$ cat src/rtl/boot_pkg.sv
// boot_pkg: shared definitions for the boot loader.
//   boot_state_t : loader FSM states (LOAD_I, LOAD_D, HOLD, RUN)
//   BYTE_W       : width of one stream byte
//   width_of()   : counter/address width for n values, never narrower than 1
package boot_pkg;

  localparam int BYTE_W = 8;

  typedef enum logic [1:0] {
    LOAD_I,
    LOAD_D,
    HOLD,
    RUN
  } boot_state_t;

  function automatic int width_of(input int n);
    return (n > 1) ? $clog2(n) : 1;
  endfunction

endpackage

$ cat src/rtl/word_assembler.sv
// word_assembler: packs a byte stream into little-endian words.
//   clk          : clock
//   clear_i      : synchronous clear, drops any partial word
//   byte_valid_i : a byte is consumed this cycle
//   byte_data_i  : the byte
//   word_o       : assembled word, meaningful when word_valid_o = 1
//   word_valid_o : one-cycle strobe in the cycle the last byte of a word arrives
module word_assembler
  import boot_pkg::*;
#(
  parameter int WORD_BYTES = 4
) (
  input  logic                         clk,
  input  logic                         clear_i,
  input  logic                         byte_valid_i,
  input  logic [BYTE_W-1:0]            byte_data_i,
  output logic [BYTE_W*WORD_BYTES-1:0] word_o,
  output logic                         word_valid_o
);

  localparam int WORD_W = BYTE_W * WORD_BYTES;
  localparam int CNT_W  = width_of(WORD_BYTES);

  logic [CNT_W-1:0]         cnt_q, cnt_d;
  logic [WORD_W-1:0]        shift_q, shift_d;
  logic [WORD_W+BYTE_W-1:0] wide;
  logic [WORD_W-1:0]        shifted;
  logic                     last_byte;

  // New bytes enter at the top and older bytes move down, so after
  // WORD_BYTES shifts the first byte sits in bits [7:0].
  assign wide      = {byte_data_i, shift_q};
  assign shifted   = wide[WORD_W+BYTE_W-1:BYTE_W];
  assign last_byte = (cnt_q == CNT_W'(WORD_BYTES - 1));
  assign word_o    = shifted;

  // NOTE: every always_comb output gets a default first so no path leaves it
  // unassigned, which would otherwise infer a latch.
  always_comb begin
    cnt_d        = cnt_q;
    shift_d      = shift_q;
    word_valid_o = 1'b0;
    if (byte_valid_i) begin
      shift_d = shifted;
      if (last_byte) begin
        cnt_d        = '0;
        word_valid_o = 1'b1;
      end else begin
        cnt_d = cnt_q + CNT_W'(1);
      end
    end
  end

  // NOTE: state registers use non-blocking assignments so every flop samples
  // the pre-edge values regardless of statement order.
  always_ff @(posedge clk) begin
    if (clear_i) begin
      cnt_q   <= '0;
      shift_q <= '0;
    end else begin
      cnt_q   <= cnt_d;
      shift_q <= shift_d;
    end
  end

endmodule

$ cat src/rtl/boot_loader.sv
// boot_loader: streams a byte image into instruction then data memory and
// sequences the core reset around the load.
//   clk, reset             : clock, synchronous active-high reset
//   in_valid/in_data       : input byte stream; in_ready = loader takes a byte
//   reload                 : one-cycle request to reload (honoured only in RUN)
//   imem_we/addr/wdata     : registered instruction-memory write port
//   dmem_we/addr/wdata     : registered data-memory write port
//   core_reset             : held high until images are loaded plus N_RESET cycles
//   done                   : core released and running
module boot_loader
  import boot_pkg::*;
#(
  parameter int WORD_BYTES      = 4,
  parameter int IMEM_SIZE_BYTES = 64,
  parameter int DMEM_SIZE_BYTES = 32,
  parameter int N_RESET         = 10
) (
  input  logic                                             clk,
  input  logic                                             reset,
  input  logic                                             in_valid,
  input  logic [7:0]                                       in_data,
  output logic                                             in_ready,
  input  logic                                             reload,
  output logic                                             imem_we,
  output logic [width_of(IMEM_SIZE_BYTES/WORD_BYTES)-1:0] imem_addr,
  output logic [8*WORD_BYTES-1:0]                          imem_wdata,
  output logic                                             dmem_we,
  output logic [width_of(DMEM_SIZE_BYTES/WORD_BYTES)-1:0] dmem_addr,
  output logic [8*WORD_BYTES-1:0]                          dmem_wdata,
  output logic                                             core_reset,
  output logic                                             done
);

  localparam int IMEM_WORDS = IMEM_SIZE_BYTES / WORD_BYTES;
  localparam int DMEM_WORDS = DMEM_SIZE_BYTES / WORD_BYTES;
  localparam int IAW        = width_of(IMEM_WORDS);
  localparam int DAW        = width_of(DMEM_WORDS);
  localparam int CW         = width_of((IMEM_WORDS > DMEM_WORDS) ? IMEM_WORDS : DMEM_WORDS);
  localparam int HW         = width_of(N_RESET + 1);
  localparam int WORD_W     = 8 * WORD_BYTES;

  boot_state_t       state_q, state_d;
  logic [CW-1:0]     word_cnt_q, word_cnt_d;
  logic [HW-1:0]     hold_cnt_q, hold_cnt_d;

  logic              in_ready_q, core_reset_q, done_q;
  logic              imem_we_q, dmem_we_q;
  logic [IAW-1:0]    imem_addr_q;
  logic [DAW-1:0]    dmem_addr_q;
  logic [WORD_W-1:0] imem_wdata_q, dmem_wdata_q;

  logic              accept, take_reload, asm_clear;
  logic              word_valid;
  logic [WORD_W-1:0] word;
  logic              imem_write, dmem_write;

  assign accept      = in_valid & in_ready;
  assign take_reload = (state_q == RUN) & reload;
  assign asm_clear   = reset | take_reload;
  assign imem_write  = word_valid & (state_q == LOAD_I);
  assign dmem_write  = word_valid & (state_q == LOAD_D);

  word_assembler #(
    .WORD_BYTES(WORD_BYTES)
  ) u_asm (
    .clk         (clk),
    .clear_i     (asm_clear),
    .byte_valid_i(accept),
    .byte_data_i (in_data),
    .word_o      (word),
    .word_valid_o(word_valid)
  );

  always_comb begin
    state_d    = state_q;
    word_cnt_d = word_cnt_q;
    hold_cnt_d = hold_cnt_q;
    case (state_q)
      LOAD_I: begin
        if (word_valid) begin
          if (word_cnt_q == CW'(IMEM_WORDS - 1)) begin
            state_d    = LOAD_D;
            word_cnt_d = '0;
          end else begin
            word_cnt_d = word_cnt_q + CW'(1);
          end
        end
      end
      LOAD_D: begin
        if (word_valid) begin
          if (word_cnt_q == CW'(DMEM_WORDS - 1)) begin
            state_d    = HOLD;
            word_cnt_d = '0;
            hold_cnt_d = HW'(N_RESET);
          end else begin
            word_cnt_d = word_cnt_q + CW'(1);
          end
        end
      end
      HOLD: begin
        hold_cnt_d = hold_cnt_q - HW'(1);
        if (hold_cnt_d == '0) state_d = RUN;
      end
      RUN: begin
        if (take_reload) begin
          state_d    = LOAD_I;
          word_cnt_d = '0;
        end
      end
      default: state_d = LOAD_I;
    endcase
  end

  // Status outputs are registered from the next state, so they line up with
  // the state the FSM is in during the following cycle.
  always_ff @(posedge clk) begin
    if (reset) begin
      state_q      <= LOAD_I;
      word_cnt_q   <= '0;
      hold_cnt_q   <= '0;
      in_ready_q   <= 1'b0;
      core_reset_q <= 1'b1;
      done_q       <= 1'b0;
      imem_we_q    <= 1'b0;
      imem_addr_q  <= '0;
      imem_wdata_q <= '0;
      dmem_we_q    <= 1'b0;
      dmem_addr_q  <= '0;
      dmem_wdata_q <= '0;
    end else begin
      state_q      <= state_d;
      word_cnt_q   <= word_cnt_d;
      hold_cnt_q   <= hold_cnt_d;
      in_ready_q   <= (state_d == LOAD_I) || (state_d == LOAD_D);
      core_reset_q <= (state_d != RUN);
      done_q       <= (state_d == RUN);
      imem_we_q    <= imem_write;
      dmem_we_q    <= dmem_write;
      if (imem_write) begin
        imem_addr_q  <= IAW'(word_cnt_q);
        imem_wdata_q <= word;
      end
      if (dmem_write) begin
        dmem_addr_q  <= DAW'(word_cnt_q);
        dmem_wdata_q <= word;
      end
    end
  end

  // Reset also masks the outputs combinationally so they are quiet in the
  // very cycle reset is asserted, and a write queued for that cycle is dropped.
  assign in_ready   = in_ready_q & ~reset;
  assign core_reset = core_reset_q | reset;
  assign done       = done_q & ~reset;
  assign imem_we    = imem_we_q & ~reset;
  assign dmem_we    = dmem_we_q & ~reset;
  assign imem_addr  = reset ? '0 : imem_addr_q;
  assign dmem_addr  = reset ? '0 : dmem_addr_q;
  assign imem_wdata = reset ? '0 : imem_wdata_q;
  assign dmem_wdata = reset ? '0 : dmem_wdata_q;

endmodule

$ cat config.mk
export PLATFORM = sky130hd
export DESIGN_NAME = boot_loader
export DESIGN_NICKNAME = d
export VERILOG_FILES = /design/src/rtl/boot_pkg.sv /design/src/rtl/word_assembler.sv /design/src/rtl/boot_loader.sv
export SDC_FILE = /design/constraint.sdc
export NUM_CORES = 1
export LEC_CHECK = 0
export CORE_MARGIN = 1.5
export CORE_UTILIZATION = 51
export CTS_CLUSTER_SIZE = 16
export DETAILED_ROUTE_END_ITERATION = 10
export GPL_TIMING_DRIVEN = 0
export HOLD_SLACK_MARGIN = 0.15
export PLACE_DENSITY = 0.79
export SLEW_MARGIN = 10
export SYNTH_ARGS = -nofsm -noshare
export SYNTH_HDL_FRONTEND = slang
export SYNTH_SLANG_ARGS = --single-unit
$ cat constraint.sdc
create_clock -name clk -period 2.4 [get_ports clk]
set_clock_uncertainty 0.05 [all_clocks]
set_input_delay 0.36 -clock clk [delete_from_list [all_inputs] [get_ports clk]]
set_output_delay 0.36 -clock clk [all_outputs]
set_load 0.005 [all_outputs]
### Yosys cells after proc, flatten, opt, wreduce, memory -nomap -nowiden

Cells that the tools add are included.

| cells by class | value |
|---|---|
| eq/ne operators | 13 |
| muxes and demuxes | 23 |
| $add $sub $neg | 3 |
| bitwise operators | 11 |
| reductions and logical operators | 8 |

Operator list:

| cell | number |
|---|---|
| $mux W32 | 2 |
| $mux W4 | 8 |
| $mux W2 | 7 |
| $pmux W4 S3 | 1 |
| $and A1 B1 Y1 | 8 |
| $eq A2 B2 Y1 const B | 4 |
| $ne A2 B2 Y1 const B | 4 |
| $pmux W2 S4 | 1 |
| $pmux W4 S2 | 1 |
| $add A4 B1 Y4 const B | 1 |
| $eq A2 B1 Y1 const B | 2 |
| $eq A4 B3 Y1 const B | 1 |
| $eq A4 B4 Y1 const B | 1 |
| $logic_not A2 Y1 | 2 |
| $logic_not A4 Y1 | 1 |
| $reduce_and A4 Y1 | 1 |
| $sub A4 B1 Y4 const B | 1 |
| $mux W3 | 1 |
| $reduce_and A3 Y1 | 1 |
| $reduce_bool A3 Y1 | 1 |
| $add A2 B1 Y2 const B | 1 |
| $mux W1 | 2 |
| $ne A2 B1 Y1 const B | 1 |
| $or A1 B1 Y1 | 2 |
| 3 further kinds | 3 |

| word-level totals | value |
|---|---|
| register bits after elaboration | 120 |
| bits of input ports | 12 |
| logic and storage cells | 72 |
| output and inout bits | 76 |

### Longest topological paths before layout

Gate-level depths: netlist (run 1).

| depth | value |
|---|---|
| depth in word-level cells | 8 |
| gate-level depth with buffers | 6 |

### Modules after synthesis

Synthesis (run 1) repeated with hierarchy kept, for this count alone.

| unflattened totals | value |
|---|---|
| cells, all modules | 425 |
| area total of the unflattened synthesis | 4438.0 um^2 |

By module, submodules not included:

| module | cells each | area each (um^2) | times used |
|---|---|---|---|
| boot_loader | 330 | 3435.8 | 1 |
| word_assembler | 95 | 1002.2 | 1 |

### Worst setup path after synthesis (run 1)

No wires, ideal clock.

| timing | value |
|---|---|
| kind | flip-flop to flip-flop |
| from | reg u_asm.cnt_q[0] |
| to | reg imem_wdata_q[24] |
| path slack | 0.670 ns |
| arrival | 1.559 ns |
| period minus slack after synthesis | 1.730 ns |
| cell stages (with the launch flop) | 7 |
| data required time | 2.229 ns |
| cells stage by stage | dfxtp_1 -> ha_1 -> nand4b_2 -> nor3_2 -> buf_4 -> buf_4 -> mux2_2 |

| on the way | value |
|---|---|
| word-level cells in the longest chain between the ends | 4 |

RTL lines:

| what | line | text |
|---|---|---|
| from (decl) | word_assembler.sv:24 | `logic [CNT_W-1:0] cnt_q, cnt_d;` |
| from (signal assigned) | word_assembler.sv:61 | `cnt_q <= cnt_d;` |
| $eq A2 B2 Y1 | word_assembler.sv:34 | `assign last_byte = (cnt_q == CNT_W'(WORD_BYTES - 1));` |
| $mux W1 | word_assembler.sv:45 | `if (last_byte) begin` |
| $mux W1 | word_assembler.sv:43 | `if (byte_valid_i) begin` |
| $and A1 B1 Y1 | boot_loader.sv:60 | `assign imem_write = word_valid & (state_q == LOAD_I);` |
| to (signal assigned) | boot_loader.sv:141 | `imem_wdata_q <= word;` |
| to (decl) | boot_loader.sv:50 | `logic [WORD_W-1:0] imem_wdata_q, dmem_wdata_q;` |

Every way passes these cells.
A chain may end at the register's enable or synchronous reset.

### Final worst setup path (run 1)

| timing | value |
|---|---|
| from | in reset |
| to | out core_reset |

| on the way | value |
|---|---|
| word-level cells in the longest chain between the ends | 1 |

RTL lines:

| what | line | text |
|---|---|---|
| from (decl) | boot_loader.sv:19 | `input logic reset,` |
| $or A1 B1 Y1 | boot_loader.sv:153 | `assign core_reset = core_reset_q \| reset;` |
| to (decl) | boot_loader.sv:30 | `output logic core_reset,` |

Every way passes these cells.

==> results of run 1 <==
[what timing repair did]
item | CTS | global route
resized for setup | 20 | 40
hold buffers | 0 | 0
buffers inserted | 0 | 0
setup endpoints to repair | 76 | 59
[state kept, by name, summed over array words and instances (netlist names)]
name,cells
state_q,2
dmem_wdata_q,32
word_cnt_q,4
dmem_we_q,1
hold_cnt_q,4
core_reset_q,1
done_q,1
imem_wdata_q,32
u_asm.shift_q,24
imem_addr_q,4
in_ready_q,1
u_asm.cnt_q,2
imem_we_q,1
dmem_addr_q,3
[logic make-up after synthesis]
family,Yosys count
adders and majority gates,4
buffers and inverters,32
DFF,112
muxes,71
xor gates and xnor gates,3
and+or+nand+nor,164
AOI/OAI and AO/OA,47
[worst register-to-register path, cell delays in order, from the launching register on]
cell and delay, ns:
dfxtp_1 0.37, ha_1 0.26, nand4b_2 0.23, nor3_2 0.18, buf_4 0.22, buf_4 0.23
mux2_2 0.36
[cell usage after synthesis, types with 2 or more instances]
| cell | instances |
|---|---|
| nand2b_1 | 2 |
| o21ai_0 | 2 |
| and3_1 | 2 |
| nor2b_1 | 76 |
| buf_4 | 4 |
| inv_1 | 4 |
| buf_2 | 5 |
| nand3_1 | 3 |
| buf_6 | 4 |
| nor3_1 | 4 |
| dfxtp_1 | 112 |
| nor2_1 | 5 |
| xnor2_1 | 3 |
| mux2_2 | 31 |
| a21oi_1 | 34 |
| mux2_1 | 11 |
| nand2_1 | 59 |
| mux2_4 | 29 |
| clkbuf_1 | 15 |
| nand3b_1 | 3 |
| ha_1 | 4 |
| a221oi_1 | 2 |
[how the worst min path moves through the flow]
stage | slack, ns | end | cells past startpoint | from
3_3_place_gp | 0.40 | u_asm.cnt_q[1] | 2 | u_asm.cnt_q[1]
4_1_cts | 0.42 | u_asm.cnt_q[1] | 2 | u_asm.cnt_q[1]
6_report | 0.43 | u_asm.shift_q[10] | 2 | u_asm.shift_q[10]
2_1_floorplan | 0.39 | u_asm.cnt_q[1] | 2 | u_asm.cnt_q[1]
3_5_place_dp | 0.40 | u_asm.cnt_q[1] | 2 | u_asm.cnt_q[1]
5_1_grt | 0.45 | u_asm.shift_q[10] | 2 | u_asm.shift_q[10]
[stage by stage]
stage          area [um2]  hold slack [ns]  setup WS, ns
2_1_floorplan        4551           0.3900        0.6705
3_3_place_gp         5557           0.3960       -0.2068
3_5_place_dp         5557           0.4050       -0.2602
4_1_cts              5793           0.4190      0.003203
5_1_grt              5881           0.4549      -0.01094
6_report             5881           0.4322       0.02209
[layer usage]
layer / track usage / routed length (um) / up-vias
met5: 0 / 0 / -
met4: 0.08022 / 170 / 0
met3: 0.03957 / 428 / 16
met2: 0.3248 / 4604 / 89
met1: 0.2716 / 4331 / 1607
li1: - / - / 1646
[placed cells by master (no fill, tap or decap), drive strengths merged, types with 4 or more instances in the layout]
master / instances
dfxtp: 112
clkdlybuf4s50: 86
nor2b: 76
mux2: 71
nand2: 59
a21oi: 34
clkbuf: 23
buf: 16
inv: 7
nor2: 6
nor3: 5
ha: 4
nand3: 4
[power groups by stage]
stage	Sequential [mW]	Clock, mW	Combinational (mW)
floorplan	1.92	0	0.0642
global placement	1.92	0	0.109
detailed placement	1.92	0	0.113
CTS	1.88	1.11	0.117
global route	1.88	1.20	0.135
finish	1.88	1.09	0.124
[cell type report]
| cell class | count | area, um2 | area share |
|---|---|---|---|
| flip-flops and latches | 112 | 2242 | 0.3813 |
| multi-input cells | 289 | 2237 | 0.3804 |
| repair buffers | 87 | 873.3 | 0.1485 |
| plain buffers | 28 | 181.4 | 0.03085 |
| clock buffers | 11 | 151.4 | 0.02574 |
| well taps | 108 | 135.1 | 0.02298 |
| clock inverters | 5 | 45.04 | 0.007660 |
| inverters | 4 | 15.01 | 0.002553 |
==> results.md, run 1 <==
- Outcome: finished clean
- Total power: between 3 and 4 mW
- Largest family of logic cells by synthesized area: multiplexers
- Finished Layout Cells: about 640
- Final nets: about 550
- Die height: 97.46 um
- Fmax: approximately 420 MHz
- Pwr Density: between 500 and 600 mW/mm2
- Buf/Inv on CP: 4
- Fin. Hold Viols: 0
- Kind of cell adding the most delay to the critical path: buffers and inverters
- Vias: 3358
- P_leak: approximately 2.2 nW
- Max Cap Viol: 0
- Worst-Skew Late Latency: ~0.36 ns
- Gr usage total: 0.2033
- CP arrival: roughly 2.0 ns
- Int Pwr: approximately 2.4 mW
- Core Area: between 0.008 and 0.009 mm2
- Core Util, Final: 0.6776
- Residual DRC: 0
- Cell taking the most area after synthesis: dfxtp_1
- PortBufs: just under 90
- DRT iter0 DRCs: between 80 and 90
- Area share of the largest cell type after synthesis: 0.4927
- Ys async rst share: 0
- Worst-Margin Slew: roughly 0.8 ns
- Crit. path cell count: 5
- Worst r2r src: u_asm.cnt_q[0]
- Crit path cell chain: clkdlybuf4s50_1 > buf_4 > clkbuf_4 > or2_2 > clkdlybuf4s50_1
- Wire per inst: around 15 um
- Adder-cell share of the synthesized area: 0.01100
- Largest net degree at the start of global routing: 20
- Tcrit/Tclk final: 0.9908
- #FFs+latches synth: between 100 and 150
- Layout fillers: 678
- Die X: a little under 100 um
- CTS tree: done
- P&R area growth vs syn: 29.23%
- Final Wtd Congestion: 0.8728
- Drt via density: 5.214
- Post-synth cell types: a little over 40
- Worst-path fanout max: 10
- Synth Instances: approximately 430
- Slowest stage cell, crit path: clkdlybuf4s50_1
- Remaining Overflow, GRT: 0
- Initial Util: 0.5244
- Max_slew headroom: 0.4722
- Part of the power in the clock network: 0.353
- Max-slew violation count: 0
- Post-synthesis mux area share: 0.1996
- R2r setup slk: 0.41 ns
- Number of global-route vias before repair: 3136
- VDD IR-drop max: 319.2 uV
- Die Area: between 0.009 and 0.01 mm2
- Critical path endpoint category: output port
- Setup crit end: core_reset
- Global-route wire length before repair: between 15000 and 20000 um
- Final setup TNS: 0 ns
- Switching share of power: 0.2363
- Critical path launch point type: input pin
- Class of the worst hold path: register to register
- Final setup fails: 0
- Simple-gate share of the synthesized area: 0.1941
- CP required: 1.99 ns
- RSZ-0062 raised after global routing: true
- Max incr delay on CP: between 0.4 and 0.5 ns
- Synth Cell Area: ~0.0046 mm2
- XOR/XNOR Fraction of Synth Area: 0.005774
- Antenna diode count: 0
- CP Class: input pin to output port
- Switch Pwr: 0.7320 mW
- Crit path from: reset
- Synthesized net count: 449
- Gate power share: 0.040
- Routed Wire Length: between 9000 and 10000 um
- Clk buf depth: 2
- Sequential power share: 0.607
- Rows: 34
- CTS H-tree depth: 3
- Crit Reg-Reg Endpoint: imem_wdata_q[24]
- Post-synthesis compound-gate area fraction: 0.05911
- Warnings from Yosys: 0
- Post-synth EDFFs: 0
- CTS Buf Count: 9
- Antenna violations before repair: 0
- Worst R2R Path Depth: 6
- Period minus WS final: 2.378 ns
- Dpl cells: between 600 and 700
- Detail Route Antenna Nets: 0
- Ports: 88
- Worst-path clk slew: 0.10 ns
- Syn_area_per_cell: roughly 11 um2
- CTS root buffer: clkbuf_8
- Layout cells sized above 1: 0.2649
- DR pass1 iterations: 6
- Ys flop type: dfxtp_1
- Sequential share of the synthesized area: 0.4927
- Clock Sink Count: between 100 and 150
- Most frequent CP cell: clkdlybuf4s50_1
- Top post-synthesis cells by area: dfxtp_1 49%, nor2b_1 10%, mux2_4 9.6%
- Placed wire-length estimate: just under 7000 um
Note: power is estimated with default switching activity, not from simulation.
==> inputs of run 2 (changes only) <==
Settings changed: CORE_MARGIN 1.5 to unset.
==> results.md, run 2 (synthesized netlist as in run 1, its figures left out) <==
- Outcome: finished clean
- Layout cells sized above 1: 0.2579
- Final setup fails: 0
- CP Class: input pin to output port
- Total power: 3.145 mW
- CP arrival: 1.93 ns
- Tcrit/Tclk final: 0.9754
- RSZ-0062 raised after global routing: true
- Met2 Routed Length: 4637 um
- Die X: a little under 100 um
- Routed Wire Length: 9493 um
- Placed wire-length estimate: approximately 6800 um
- Core Area: between 0.008 and 0.009 mm2
- Max-slew violation count: 0
- Global-route wire length before repair: 14790 um
- Slowest stage cell, crit path: clkdlybuf4s50_1
- Wire per inst: 14.76 um
- Antenna diode count: 0
- Max layer used: met4
- Fin. Hold Viols: 0
- Period minus WS final: roughly 2.3 ns
- Regs by FF count: dmem_wdata_q: 32 flops, imem_wdata_q: 32 flops, u_asm.shift_q: 24 flops
- Pwr Density: ~540 mW/mm2
- Initial Util: 0.5244
- Area occupied by multi-input gates: around 0.0022 mm2
- Rows: 34
- PortBufs: a little under 90
- Layout fillers: about 680
- P&R area growth vs syn: 29.03%
- Critical path launch point type: input pin
- Antenna violations before repair: 0
- Most frequent CP cell: clkdlybuf4s50_1
- Most common cell after layout, fill and taps aside: dfxtp_1
- P_leak: 2.199 nW
- Metal1 wirelength: approximately 4300 um
- CTS root buffer: clkbuf_8
- Vias: ~3.3k
- PostCTS Resize Cnt: 16
- Worst-path fanout max: 10
- Final setup TNS: 0 ns
- DRT iter0 DRCs: 100
- Hold buffers post-CTS: 0
- Drt via density: a little over 5
- Max incr delay on CP: around 0.53 ns
- Die Area: just over 0.009 mm2
- Class of the worst hold path: register to register
- Crit path cell chain: clkdlybuf4s50_1 > buf_4 > buf_2 > nor2b_1 > clkdlybuf4s50_1
- Met3 routed WL: around 430 um
- Ports: 88
- Most frequent cells in the layout: 112 x dfxtp_1, 87 x clkdlybuf4s50_1, 59 x nand2_1
- Fmax: around 430 MHz
- CTS Buf Count: 9
- Worst-Skew Late Latency: around 0.37 ns
- R2r setup slk: 0.42 ns
- CTS tree: done
- Remaining Overflow, GRT: 0
- Number of global-route vias before repair: ~3.1k
- Max_slew headroom: 0.5893
- CTS H-tree depth: 3
- Worst-Margin Slew: roughly 0.61 ns
- Largest net degree at the start of global routing: 19
- Final nets: approximately 550
- VDD IR-drop max: 315.2 uV
- DR pass1 iterations: 4
- Worst-path clk slew: 0.10 ns
- Detail Route Antenna Nets: 0
- Reg area: between 0.002 and 0.0025 mm2
- Clk buf depth: 2
- Critical path endpoint category: output port
- Final Wtd Congestion: approximately 0.8
- CP required: about 2 ns
- Max Cap Viol: 0
- Residual DRC: 0
- Clock Sink Count: approximately 110
- Gr usage total: 0.2064
- Postcts setup bufs: 0
- Die height: between 90 and 100 um
## run 2: changes by cell type in the layout (fill, tap and decap cells not counted), sizes merged
cell	previous run	this run
inv	7	5
dlymetal6s2s	1	0
clkdlybuf4s50	86	87
clkinvlp	1	0
clkbuf	23	18
buf	16	20
bufinv	0	1
clkinv	1	3
## run 2: path summary, 6_finish.rpt
kind                        from  cells after the start        endpoint
setup / recovery           reset                      5  imem_wdata[11]
hold / removal    u_asm.cnt_q[1]                      2  u_asm.cnt_q[1]
setup reg to reg  u_asm.cnt_q[0]                      6  imem_addr_q[2]
hold reg to reg   u_asm.cnt_q[1]                      2  u_asm.cnt_q[1]
## run 2: per-stage QoR
step | utilization | instance area, um2 | instances | hold slack [ns] | setup slack [ns]
floorplan | - | 4551 | 433 | 0.3900 | 0.6705
global placement | 0.6403 | 5557 | 628 | 0.3956 | -0.2238
detailed placement | 0.6403 | 5557 | 628 | 0.4097 | -0.2487
CTS | 0.6671 | 5789 | 643 | 0.4236 | 0.0003504
global route | 0.6766 | 5872 | 643 | 0.4370 | -0.03086
finish | 0.6766 | 5872 | 643 | 0.4239 | 0.05899
## run 2: layout make-up
type                    count  share of cell area
clock buffers              10             0.02344
multi-input cells         289              0.3806
repair buffers             87              0.1483
well taps                 108             0.02301
inverters                   4            0.002557
flip-flops and latches    112              0.3818
plain buffers              28             0.02919
clock inverters             5             0.01108
## run 2: report_power, final
part | switching, mW | total (mW) | internal, mW
sequential | 0.0124 | 1.88 | 1.87
combinational | 0.0765 | 0.121 | 0.0445
clock | 0.628 | 1.14 | 0.516
total | 0.717 | 3.15 | 2.43
## run 2: routing by layer
layer | global-route usage | vias up
li1 | - | 1649
met1 | 0.2738 | 1604
met2 | 0.3410 | 77
met3 | 0.05399 | 9
met4 | 0.03799 | 0
met5 | 0 | -
## run 2: worst max-delay path: cells and delay by family
family        cells  cell delay [ns]
buf+inv           4             1.38
simple gates      1             0.19
